File: src/rtl/riu_scan_pkg.sv
// Shared types and constants for the RIU IODELAY scan controller.
package riu_scan_pkg;

  localparam int ADDR_W   = 6;
  localparam int BG_W     = 2;
  localparam int DATA_W   = 16;
  localparam int TAG_W    = 9;
  localparam int READ_LAT = 5;

  localparam int TAG_ADDR_LSB = 0;
  localparam int TAG_NIB_BIT  = 6;
  localparam int TAG_BG_LSB   = 7;

  typedef enum logic [1:0] {
    ST_IDLE      = 2'd0,
    ST_ISSUE     = 2'd1,
    ST_WAIT_DONE = 2'd2,
    ST_PUSH      = 2'd3
  } state_t;

  typedef enum logic [1:0] {
    ERR_OK      = 2'd0,
    ERR_CFG     = 2'd1,
    ERR_TIMEOUT = 2'd2
  } err_t;

  typedef struct packed {
    logic [BG_W-1:0]   bg;
    logic              nib;
    logic [ADDR_W-1:0] addr;
  } scan_idx_t;

  function automatic logic [BG_W-1:0] lowest_bg(input logic [3:0] m);
    logic [BG_W-1:0] r;
    r = '0;
    for (int i = 3; i >= 0; i--) begin
      if (m[i]) r = BG_W'(i);
    end
    return r;
  endfunction

  function automatic logic lowest_nib(input logic [1:0] m);
    return ~m[0];
  endfunction

  function automatic logic [TAG_W-1:0] make_tag(input scan_idx_t idx);
    logic [TAG_W-1:0] t;
    t = '0;
    t[TAG_ADDR_LSB +: ADDR_W] = idx.addr;
    t[TAG_NIB_BIT]            = idx.nib;
    t[TAG_BG_LSB +: BG_W]     = idx.bg;
    return t;
  endfunction

endpackage

File: src/rtl/riu_iodelay_scan_if.sv
// Command, read-stage and result-stream signals of the scan controller.
interface riu_iodelay_scan_if #(
  parameter int CNT_W = 10
);
  logic             start;
  logic [5:0]       cfg_addr_first;
  logic [5:0]       cfg_addr_last;
  logic [3:0]       cfg_bg_mask;
  logic [1:0]       cfg_nib_mask;
  logic             riu_trig;
  logic [5:0]       riu_addr;
  logic             riu_nib;
  logic [1:0]       riu_bg;
  logic [15:0]      riu_rd_data;
  logic             riu_rd_done;
  logic             res_valid;
  logic             res_ready;
  logic [15:0]      res_data;
  logic [8:0]       res_tag;
  logic             busy;
  logic             done;
  logic [1:0]       err;
  logic [CNT_W-1:0] rd_count;

  modport slave (
    input  start, cfg_addr_first, cfg_addr_last, cfg_bg_mask, cfg_nib_mask,
    input  riu_rd_data, riu_rd_done, res_ready,
    output riu_trig, riu_addr, riu_nib, riu_bg,
    output res_valid, res_data, res_tag, busy, done, err, rd_count
  );

  modport master (
    output start, cfg_addr_first, cfg_addr_last, cfg_bg_mask, cfg_nib_mask,
    output riu_rd_data, riu_rd_done, res_ready,
    input  riu_trig, riu_addr, riu_nib, riu_bg,
    input  res_valid, res_data, res_tag, busy, done, err, rd_count
  );
endinterface

File: src/rtl/riu_scan_index.sv
// Sweep-index stepper: addr innermost, then nibble, then byte group, skipping
// cleared mask bits. Purely combinational.
module riu_scan_index
  import riu_scan_pkg::*;
(
  input  logic [3:0]        i_bg_mask,
  input  logic [1:0]        i_nib_mask,
  input  logic [ADDR_W-1:0] i_addr_first,
  input  logic [ADDR_W-1:0] i_addr_last,
  input  scan_idx_t         i_cur,
  output scan_idx_t         o_next,
  output logic              o_is_last
);

  logic            w_bg_found;
  logic [BG_W-1:0] w_bg_next;

  always_comb begin
    w_bg_found = 1'b0;
    w_bg_next  = i_cur.bg;
    for (int i = 0; i < 4; i++) begin
      if (!w_bg_found && (i > int'(i_cur.bg)) && i_bg_mask[i]) begin
        w_bg_found = 1'b1;
        w_bg_next  = BG_W'(i);
      end
    end
  end

  // Addr never increments past last, so a range ending at 63 cannot wrap.
  always_comb begin
    o_next    = i_cur;
    o_is_last = 1'b0;
    if (i_cur.addr != i_addr_last) begin
      o_next.addr = i_cur.addr + ADDR_W'(1);
    end else if (!i_cur.nib && i_nib_mask[1]) begin
      o_next.nib  = 1'b1;
      o_next.addr = i_addr_first;
    end else if (w_bg_found) begin
      o_next.bg   = w_bg_next;
      o_next.nib  = lowest_nib(i_nib_mask);
      o_next.addr = i_addr_first;
    end else begin
      o_is_last = 1'b1;
    end
  end

endmodule

File: src/rtl/riu_iodelay_scan.sv
// Scan controller upstream of the RIU IODELAY read stage: one trigger per read,
// edge-detected completion, tagged results on a valid/ready stream.
module riu_iodelay_scan
  import riu_scan_pkg::*;
#(
  parameter int TIMEOUT_CYCLES = 64,
  parameter int CNT_W          = 10
) (
  input logic               clk,
  input logic               rst,
  riu_iodelay_scan_if.slave bus
);

  localparam int               TMO_W    = $clog2(TIMEOUT_CYCLES);
  localparam logic [TMO_W-1:0] TMO_LAST = TMO_W'(TIMEOUT_CYCLES - 1);

  state_t              r_state;
  state_t              w_state_nxt;
  logic [3:0]          r_bg_mask;
  logic [1:0]          r_nib_mask;
  logic [ADDR_W-1:0]   r_first;
  logic [ADDR_W-1:0]   r_last;
  scan_idx_t           r_idx;
  logic                r_rd_done_q;
  logic [TMO_W-1:0]    r_tmo;
  logic [DATA_W-1:0]   r_res_data;
  logic [TAG_W-1:0]    r_res_tag;
  logic                r_done;
  logic                r_busy;
  err_t                r_err;
  logic [CNT_W-1:0]    r_rd_count;

  logic                w_cfg_bad;
  logic                w_start_acc;
  logic                w_start_ok;
  logic                w_cfg_err;
  logic                w_edge;
  logic                w_capture;
  logic                w_timeout;
  logic                w_accept;
  logic                w_finish;
  logic                w_load_next;
  logic                w_is_last;
  scan_idx_t           w_first_idx;
  scan_idx_t           w_next_idx;

  assign w_cfg_bad   = (bus.cfg_bg_mask == 4'd0) || (bus.cfg_nib_mask == 2'd0) ||
                       (bus.cfg_addr_first > bus.cfg_addr_last);
  assign w_start_acc = (r_state == ST_IDLE) && bus.start;
  assign w_start_ok  = w_start_acc && !w_cfg_bad;
  assign w_cfg_err   = w_start_acc && w_cfg_bad;
  // A done level already high at trigger never looks like an edge.
  assign w_edge      = bus.riu_rd_done && !r_rd_done_q;

  assign w_first_idx = '{bg:   lowest_bg(bus.cfg_bg_mask),
                         nib:  lowest_nib(bus.cfg_nib_mask),
                         addr: bus.cfg_addr_first};

  riu_scan_index u_index (
    .i_bg_mask    (r_bg_mask),
    .i_nib_mask   (r_nib_mask),
    .i_addr_first (r_first),
    .i_addr_last  (r_last),
    .i_cur        (r_idx),
    .o_next       (w_next_idx),
    .o_is_last    (w_is_last)
  );

  always_comb begin
    w_state_nxt = r_state;
    w_capture   = 1'b0;
    w_timeout   = 1'b0;
    w_accept    = 1'b0;
    w_finish    = 1'b0;
    w_load_next = 1'b0;
    case (r_state)
      ST_IDLE: begin
        if (w_start_ok) w_state_nxt = ST_ISSUE;
      end
      ST_ISSUE: begin
        w_state_nxt = ST_WAIT_DONE;
      end
      ST_WAIT_DONE: begin
        if (w_edge) begin
          w_capture   = 1'b1;
          w_state_nxt = ST_PUSH;
        end else if (r_tmo == TMO_LAST) begin
          w_timeout   = 1'b1;
          w_state_nxt = ST_IDLE;
        end
      end
      ST_PUSH: begin
        if (bus.res_ready) begin
          w_accept = 1'b1;
          if (w_is_last) begin
            w_finish    = 1'b1;
            w_state_nxt = ST_IDLE;
          end else begin
            w_load_next = 1'b1;
            w_state_nxt = ST_ISSUE;
          end
        end
      end
      default: w_state_nxt = ST_IDLE;
    endcase
  end

  always_ff @(posedge clk or posedge rst) begin
    if (rst) r_state <= ST_IDLE;
    else     r_state <= w_state_nxt;
  end

  // Timeout counter runs from the trigger cycle, so expiry lands at trigger+N-1.
  always_ff @(posedge clk or posedge rst) begin
    if (rst) begin
      r_bg_mask   <= '0;
      r_nib_mask  <= '0;
      r_first     <= '0;
      r_last      <= '0;
      r_idx       <= '0;
      r_rd_done_q <= 1'b0;
      r_tmo       <= '0;
      r_res_data  <= '0;
      r_res_tag   <= '0;
      r_done      <= 1'b0;
      r_busy      <= 1'b0;
      r_err       <= ERR_OK;
      r_rd_count  <= '0;
    end else begin
      r_rd_done_q <= bus.riu_rd_done;
      r_done      <= w_cfg_err || w_timeout || w_finish;

      if (w_start_acc) begin
        r_bg_mask  <= bus.cfg_bg_mask;
        r_nib_mask <= bus.cfg_nib_mask;
        r_first    <= bus.cfg_addr_first;
        r_last     <= bus.cfg_addr_last;
        r_err      <= w_cfg_bad ? ERR_CFG : ERR_OK;
        r_rd_count <= '0;
      end

      if (w_start_ok) begin
        r_idx  <= w_first_idx;
        r_busy <= 1'b1;
      end else if (w_load_next) begin
        r_idx <= w_next_idx;
      end

      if (w_start_ok || w_load_next) begin
        r_tmo <= '0;
      end else if (r_state == ST_ISSUE || r_state == ST_WAIT_DONE) begin
        r_tmo <= r_tmo + TMO_W'(1);
      end

      if (w_capture) begin
        r_res_data <= bus.riu_rd_data;
        r_res_tag  <= make_tag(r_idx);
      end

      if (w_timeout) r_err <= ERR_TIMEOUT;
      if (w_timeout || w_finish) r_busy <= 1'b0;

      if (w_accept && (r_rd_count != '1)) begin
        r_rd_count <= r_rd_count + CNT_W'(1);
      end
    end
  end

  assign bus.riu_trig  = (r_state == ST_ISSUE);
  assign bus.riu_addr  = r_idx.addr;
  assign bus.riu_nib   = r_idx.nib;
  assign bus.riu_bg    = r_idx.bg;
  assign bus.res_valid = (r_state == ST_PUSH);
  assign bus.res_data  = r_res_data;
  assign bus.res_tag   = r_res_tag;
  assign bus.busy      = r_busy;
  assign bus.done      = r_done;
  assign bus.err       = r_err;
  assign bus.rd_count  = r_rd_count;

endmodule

File: src/flat_wrapper.sv
// flat-port wrapper written by rule: the top's interface ports become plain ports
module riu_iodelay_scan_flat import riu_scan_pkg::*;
#(
  parameter int TIMEOUT_CYCLES = 64,
  parameter int CNT_W          = 10
)
  (clk, rst, bus_start, bus_cfg_addr_first, bus_cfg_addr_last, bus_cfg_bg_mask, bus_cfg_nib_mask, bus_riu_rd_data, bus_riu_rd_done, bus_res_ready, bus_riu_trig, bus_riu_addr, bus_riu_nib, bus_riu_bg, bus_res_valid, bus_res_data, bus_res_tag, bus_busy, bus_done, bus_err, bus_rd_count);
  riu_iodelay_scan_if #(.CNT_W(CNT_W)) bus_i ();
  input logic clk;
  input logic rst;
  input wire logic [$bits(bus_i.start)-1:0] bus_start;
  input wire logic [$bits(bus_i.cfg_addr_first)-1:0] bus_cfg_addr_first;
  input wire logic [$bits(bus_i.cfg_addr_last)-1:0] bus_cfg_addr_last;
  input wire logic [$bits(bus_i.cfg_bg_mask)-1:0] bus_cfg_bg_mask;
  input wire logic [$bits(bus_i.cfg_nib_mask)-1:0] bus_cfg_nib_mask;
  input wire logic [$bits(bus_i.riu_rd_data)-1:0] bus_riu_rd_data;
  input wire logic [$bits(bus_i.riu_rd_done)-1:0] bus_riu_rd_done;
  input wire logic [$bits(bus_i.res_ready)-1:0] bus_res_ready;
  output wire logic [$bits(bus_i.riu_trig)-1:0] bus_riu_trig;
  output wire logic [$bits(bus_i.riu_addr)-1:0] bus_riu_addr;
  output wire logic [$bits(bus_i.riu_nib)-1:0] bus_riu_nib;
  output wire logic [$bits(bus_i.riu_bg)-1:0] bus_riu_bg;
  output wire logic [$bits(bus_i.res_valid)-1:0] bus_res_valid;
  output wire logic [$bits(bus_i.res_data)-1:0] bus_res_data;
  output wire logic [$bits(bus_i.res_tag)-1:0] bus_res_tag;
  output wire logic [$bits(bus_i.busy)-1:0] bus_busy;
  output wire logic [$bits(bus_i.done)-1:0] bus_done;
  output wire logic [$bits(bus_i.err)-1:0] bus_err;
  output wire logic [$bits(bus_i.rd_count)-1:0] bus_rd_count;
  assign bus_i.start = bus_start;
  assign bus_i.cfg_addr_first = bus_cfg_addr_first;
  assign bus_i.cfg_addr_last = bus_cfg_addr_last;
  assign bus_i.cfg_bg_mask = bus_cfg_bg_mask;
  assign bus_i.cfg_nib_mask = bus_cfg_nib_mask;
  assign bus_i.riu_rd_data = bus_riu_rd_data;
  assign bus_i.riu_rd_done = bus_riu_rd_done;
  assign bus_i.res_ready = bus_res_ready;
  assign bus_riu_trig = bus_i.riu_trig;
  assign bus_riu_addr = bus_i.riu_addr;
  assign bus_riu_nib = bus_i.riu_nib;
  assign bus_riu_bg = bus_i.riu_bg;
  assign bus_res_valid = bus_i.res_valid;
  assign bus_res_data = bus_i.res_data;
  assign bus_res_tag = bus_i.res_tag;
  assign bus_busy = bus_i.busy;
  assign bus_done = bus_i.done;
  assign bus_err = bus_i.err;
  assign bus_rd_count = bus_i.rd_count;
  riu_iodelay_scan #(.TIMEOUT_CYCLES(TIMEOUT_CYCLES), .CNT_W(CNT_W)) u_core (.clk(clk), .rst(rst), .bus(bus_i));
endmodule
File: config.mk
export PLATFORM = sky130hd
export DESIGN_NAME = riu_iodelay_scan_flat
export DESIGN_NICKNAME = d
export VERILOG_FILES = /design/src/rtl/riu_scan_pkg.sv /design/src/rtl/riu_iodelay_scan_if.sv /design/src/rtl/riu_scan_index.sv /design/src/rtl/riu_iodelay_scan.sv /design/src/flat_wrapper.sv
export SDC_FILE = /design/constraint.sdc
export NUM_CORES = 1
export LEC_CHECK = 0
export CAP_MARGIN = 40
export CORE_AREA = 2 2 100 102
export DETAILED_ROUTE_END_ITERATION = 8
export DIE_AREA = 0 0 102 104
export PLACE_DENSITY_LB_ADDON = 0.25
export SYNTH_ARGS = -nofsm -noshare
export SYNTH_HDL_FRONTEND = slang
export SYNTH_SLANG_ARGS = --single-unit
export TNS_END_PERCENT = 1
File: constraint.sdc
create_clock -name clk -period 3.4 [get_ports clk]
set_input_delay 0.68 -clock clk [delete_from_list [all_inputs] [get_ports clk]]
set_output_delay 0.68 -clock clk [all_outputs]
set_load 0.005 [all_outputs]
==> results.md <==
* Status: finished clean
* H-tree depth at 3
* Tot GR Track Use at 16.4%
* Crit Path Max Fanout at 9
* Clock skew at 11.8 ps
* Post-CTS sizing at 0
* DR vias/cell at 4.88
* First-pass GRT wire length at 13.9 mm
* Synth Register Bits at 74
* Setup CP Type: input pin to flop
* Slew HR at 40.1%
* Nets at 483
* Syn avg cell area at 10.9 um2
* Mapped Cells at 333
* Pin slew with the least headroom to its limit at 897 ps
* RSZ-0062 raised after global routing: no
* Worst Setup End Kind: flop
* ANT nets after route at 0
* Worst-Skew Late Latency at 350 ps
* Ant. Diodes at 0
* Most frequent cells in the layout: clkdlybuf4s50_1, dfrtp_1, o21ai_0, mux2_2, nand2_1
* Wirelength, routed at 8.12 mm
* Seq/Total Area, Yosys at 50.9%
* Remaining Overflow, GRT at 0
* Ys Warns at 0
* Fin crit share at 82.2%
* Post-Syn Area at 3640 um2
* Die X at 102 um
* Final hold violation count at 0
* Initial core utilization at 38.1%
* Ys async rst share at 100%
* Layout cell share with drive strength beyond 1 at 16.6%
* Post-synth EDFFs at 0
* PwrDens at 784 nW/um2
* Synth-to-Final Area Change at 35.7%
* Vias in the first global route at 2949
* WL/cell at 14.3 um
* Final GP Congestion at 0.781
* # clock sinks at 74
* Core area at 9550 um2
* Final setup fails at 0
* Pre-CTS WS at 222 ps
* Clk Tree Root Cell: clkbuf_8
* CP arrival at 3010 ps
* Fmax at 0.358 GHz
* Port buffer count at 88
* Crit path time final at 2800 ps
* CTS tree: built
* Main synth FF type: dfrtp_1
* Setup ws final at 605 ps
* Detailed Routing Iterations Pass 1 at 4
* Synth cell types at 41
* Number of remaining DRC errors at 0
* Die Span Y at 104 um
* DP HPWL at 6.10 mm
* Max-cap viol count at 0
* Lkg Pwr at 2.13 nW
* Row count at 36
* Worst hold path class: flop to flop
* Post-CTS setup buffer count at 0
* Hold Buf Count CTS at 0
* Initial antenna violation count at 0
* Die area at 10600 um2
* VDD IR-drop max at 370 uV
* I/O pin count at 89
* CP startpoint kind: input pin
* Max-slew violation count at 0
* Clock slew at reported path FFs at 70 ps
* Via count at 2770
* Inserted Clock Buffers at 9
* Synth Net Count at 386
* Clock Path Buffers at 2
* DRT iter0 DRCs at 94
* Leading cell type in the layout, fill and taps excluded: clkdlybuf4s50_1
* Final setup TNS at 0 ps
* Largest net degree at the start of global routing at 31
* Critical path required time at 3620 ps
state kept, by name (all words and copies together) (netlist names), 3 cells and up:
name                 count
u_core.r_last            6
u_core.r_tmo             6
u_core.r_first           6
u_core.bus.res_tag       9
u_core.bus.res_data     16
u_core.r_bg_mask         3
u_core.bus.riu_addr      6
u_core.bus.rd_count     10
synth_stat cells, types with 2 or more instances:
cell       n  area share, %
o31ai_1    3           0.62
mux2_2    37             11
inv_1     15            1.5
clkbuf_1   7           0.72
xnor2_1    7            1.7
ha_1      14            4.8
a21boi_0   2           0.41
xor2_1     9            2.2
nor3_1     2           0.27
o21ai_2    2           0.48
mux2i_1   10            2.7
and3_1     5           0.86
nand2_1   28            2.9
nor2_1    24            2.5
nand2b_1  10            1.7
nor2b_1    2           0.34
nand3_1    9            1.2
nand3b_1   3           0.62
buf_2      3           0.41
a21oi_1    5           0.69
dfrtp_1   74             51
a31oi_1    3           0.52
nand4_1    3           0.52
o21a_1     2           0.41
o211ai_1   2           0.41
o21ai_0   37            5.1
metrics by stage:
| stage | util [%] | area [um2] | hold slack, ps | power [W] | instances |
|---|---|---|---|---|---|
| floorplan | - | 3640 | 469 | 0.00240 | 333 |
| global placement | 49.3 | 4710 | 467 | 0.00310 | 552 |
| detailed placement | 49.3 | 4710 | 468 | 0.00315 | 552 |
| CTS | 51.7 | 4940 | 492 | 0.00393 | 568 |
| global route | 51.7 | 4940 | 516 | 0.00418 | 568 |
| finish | 51.7 | 4940 | 496 | 0.00387 | 568 |
critical path: stages:
cell and delay [ps]:
clkdlybuf4s50_1 450, inv_1 50, ha_1 310, nor2b_1 130, o21ai_0 170, a32oi_1 140
nor3_2 590, or2_0 390, nor2_1 90
layer usage:
| metal | vias to the layer above | share of wire (%) | GRT usage (%) |
|---|---|---|---|
| li1 | 1359 | - | - |
| met3 | 16 | 5.7 | 5.51 |
| met5 | - | 0 | 0 |
| met4 | 0 | 1.7 | 4.76 |
| met1 | 1324 | 44 | 21.0 |
| met2 | 71 | 48 | 26.4 |
worst paths after layout:
kind                       cells after the start                          startpoint                                   to  slack, ps
setup / recovery                               9                bus_cfg_addr_last[1]          u_core.r_tmo[2]$_DFFE_PP0P_        600
hold / removal                                 2       u_core.bus.err[1]$_DFFE_PP0P_        u_core.bus.err[1]$_DFFE_PP0P_        500
setup reg to reg                               7  u_core.bus.rd_count[0]$_DFFE_PP0P_   u_core.bus.rd_count[3]$_DFFE_PP0P_        990
hold reg to reg                                2       u_core.bus.err[1]$_DFFE_PP0P_        u_core.bus.err[1]$_DFFE_PP0P_        500
max in group asynchronous                      3                                 rst        u_core.r_first[2]$_DFFE_PP0P_       2040
min in group asynchronous                      2                                 rst  u_core.bus.res_data[12]$_DFFE_PP0P_        720
area by class of cell:
| cell class | instances | area, um2 |
|---|---|---|
| fillers | 874 | 4610 |
| flip-flops and latches | 74 | 1850 |
| multi-input cells | 234 | 1700 |
| repair buffers | 96 | 941 |
| well taps | 133 | 166 |
| clock buffers | 10 | 138 |
| clock inverters | 6 | 90.1 |
| inverters | 15 | 56.3 |
power by group:
part / switching, W / internal, W
logic: 0.000658 / 0.000933
clock network: 0.000333 / 0.000434
registers: 0.000280 / 0.00124
total: 0.00127 / 0.00260
cells by family after synthesis:
kind of cell | share of synthesized area [%]
and+or+nand+nor | 13.2
DFF | 50.9
muxes | 14.2
AOI/OAI and AO/OA | 10.4
buffers and inverters | 2.68
adders and majority gates | 4.81
xor gates and xnor gates | 3.85
No activity file was read; power rests on OpenSTA's default activity.
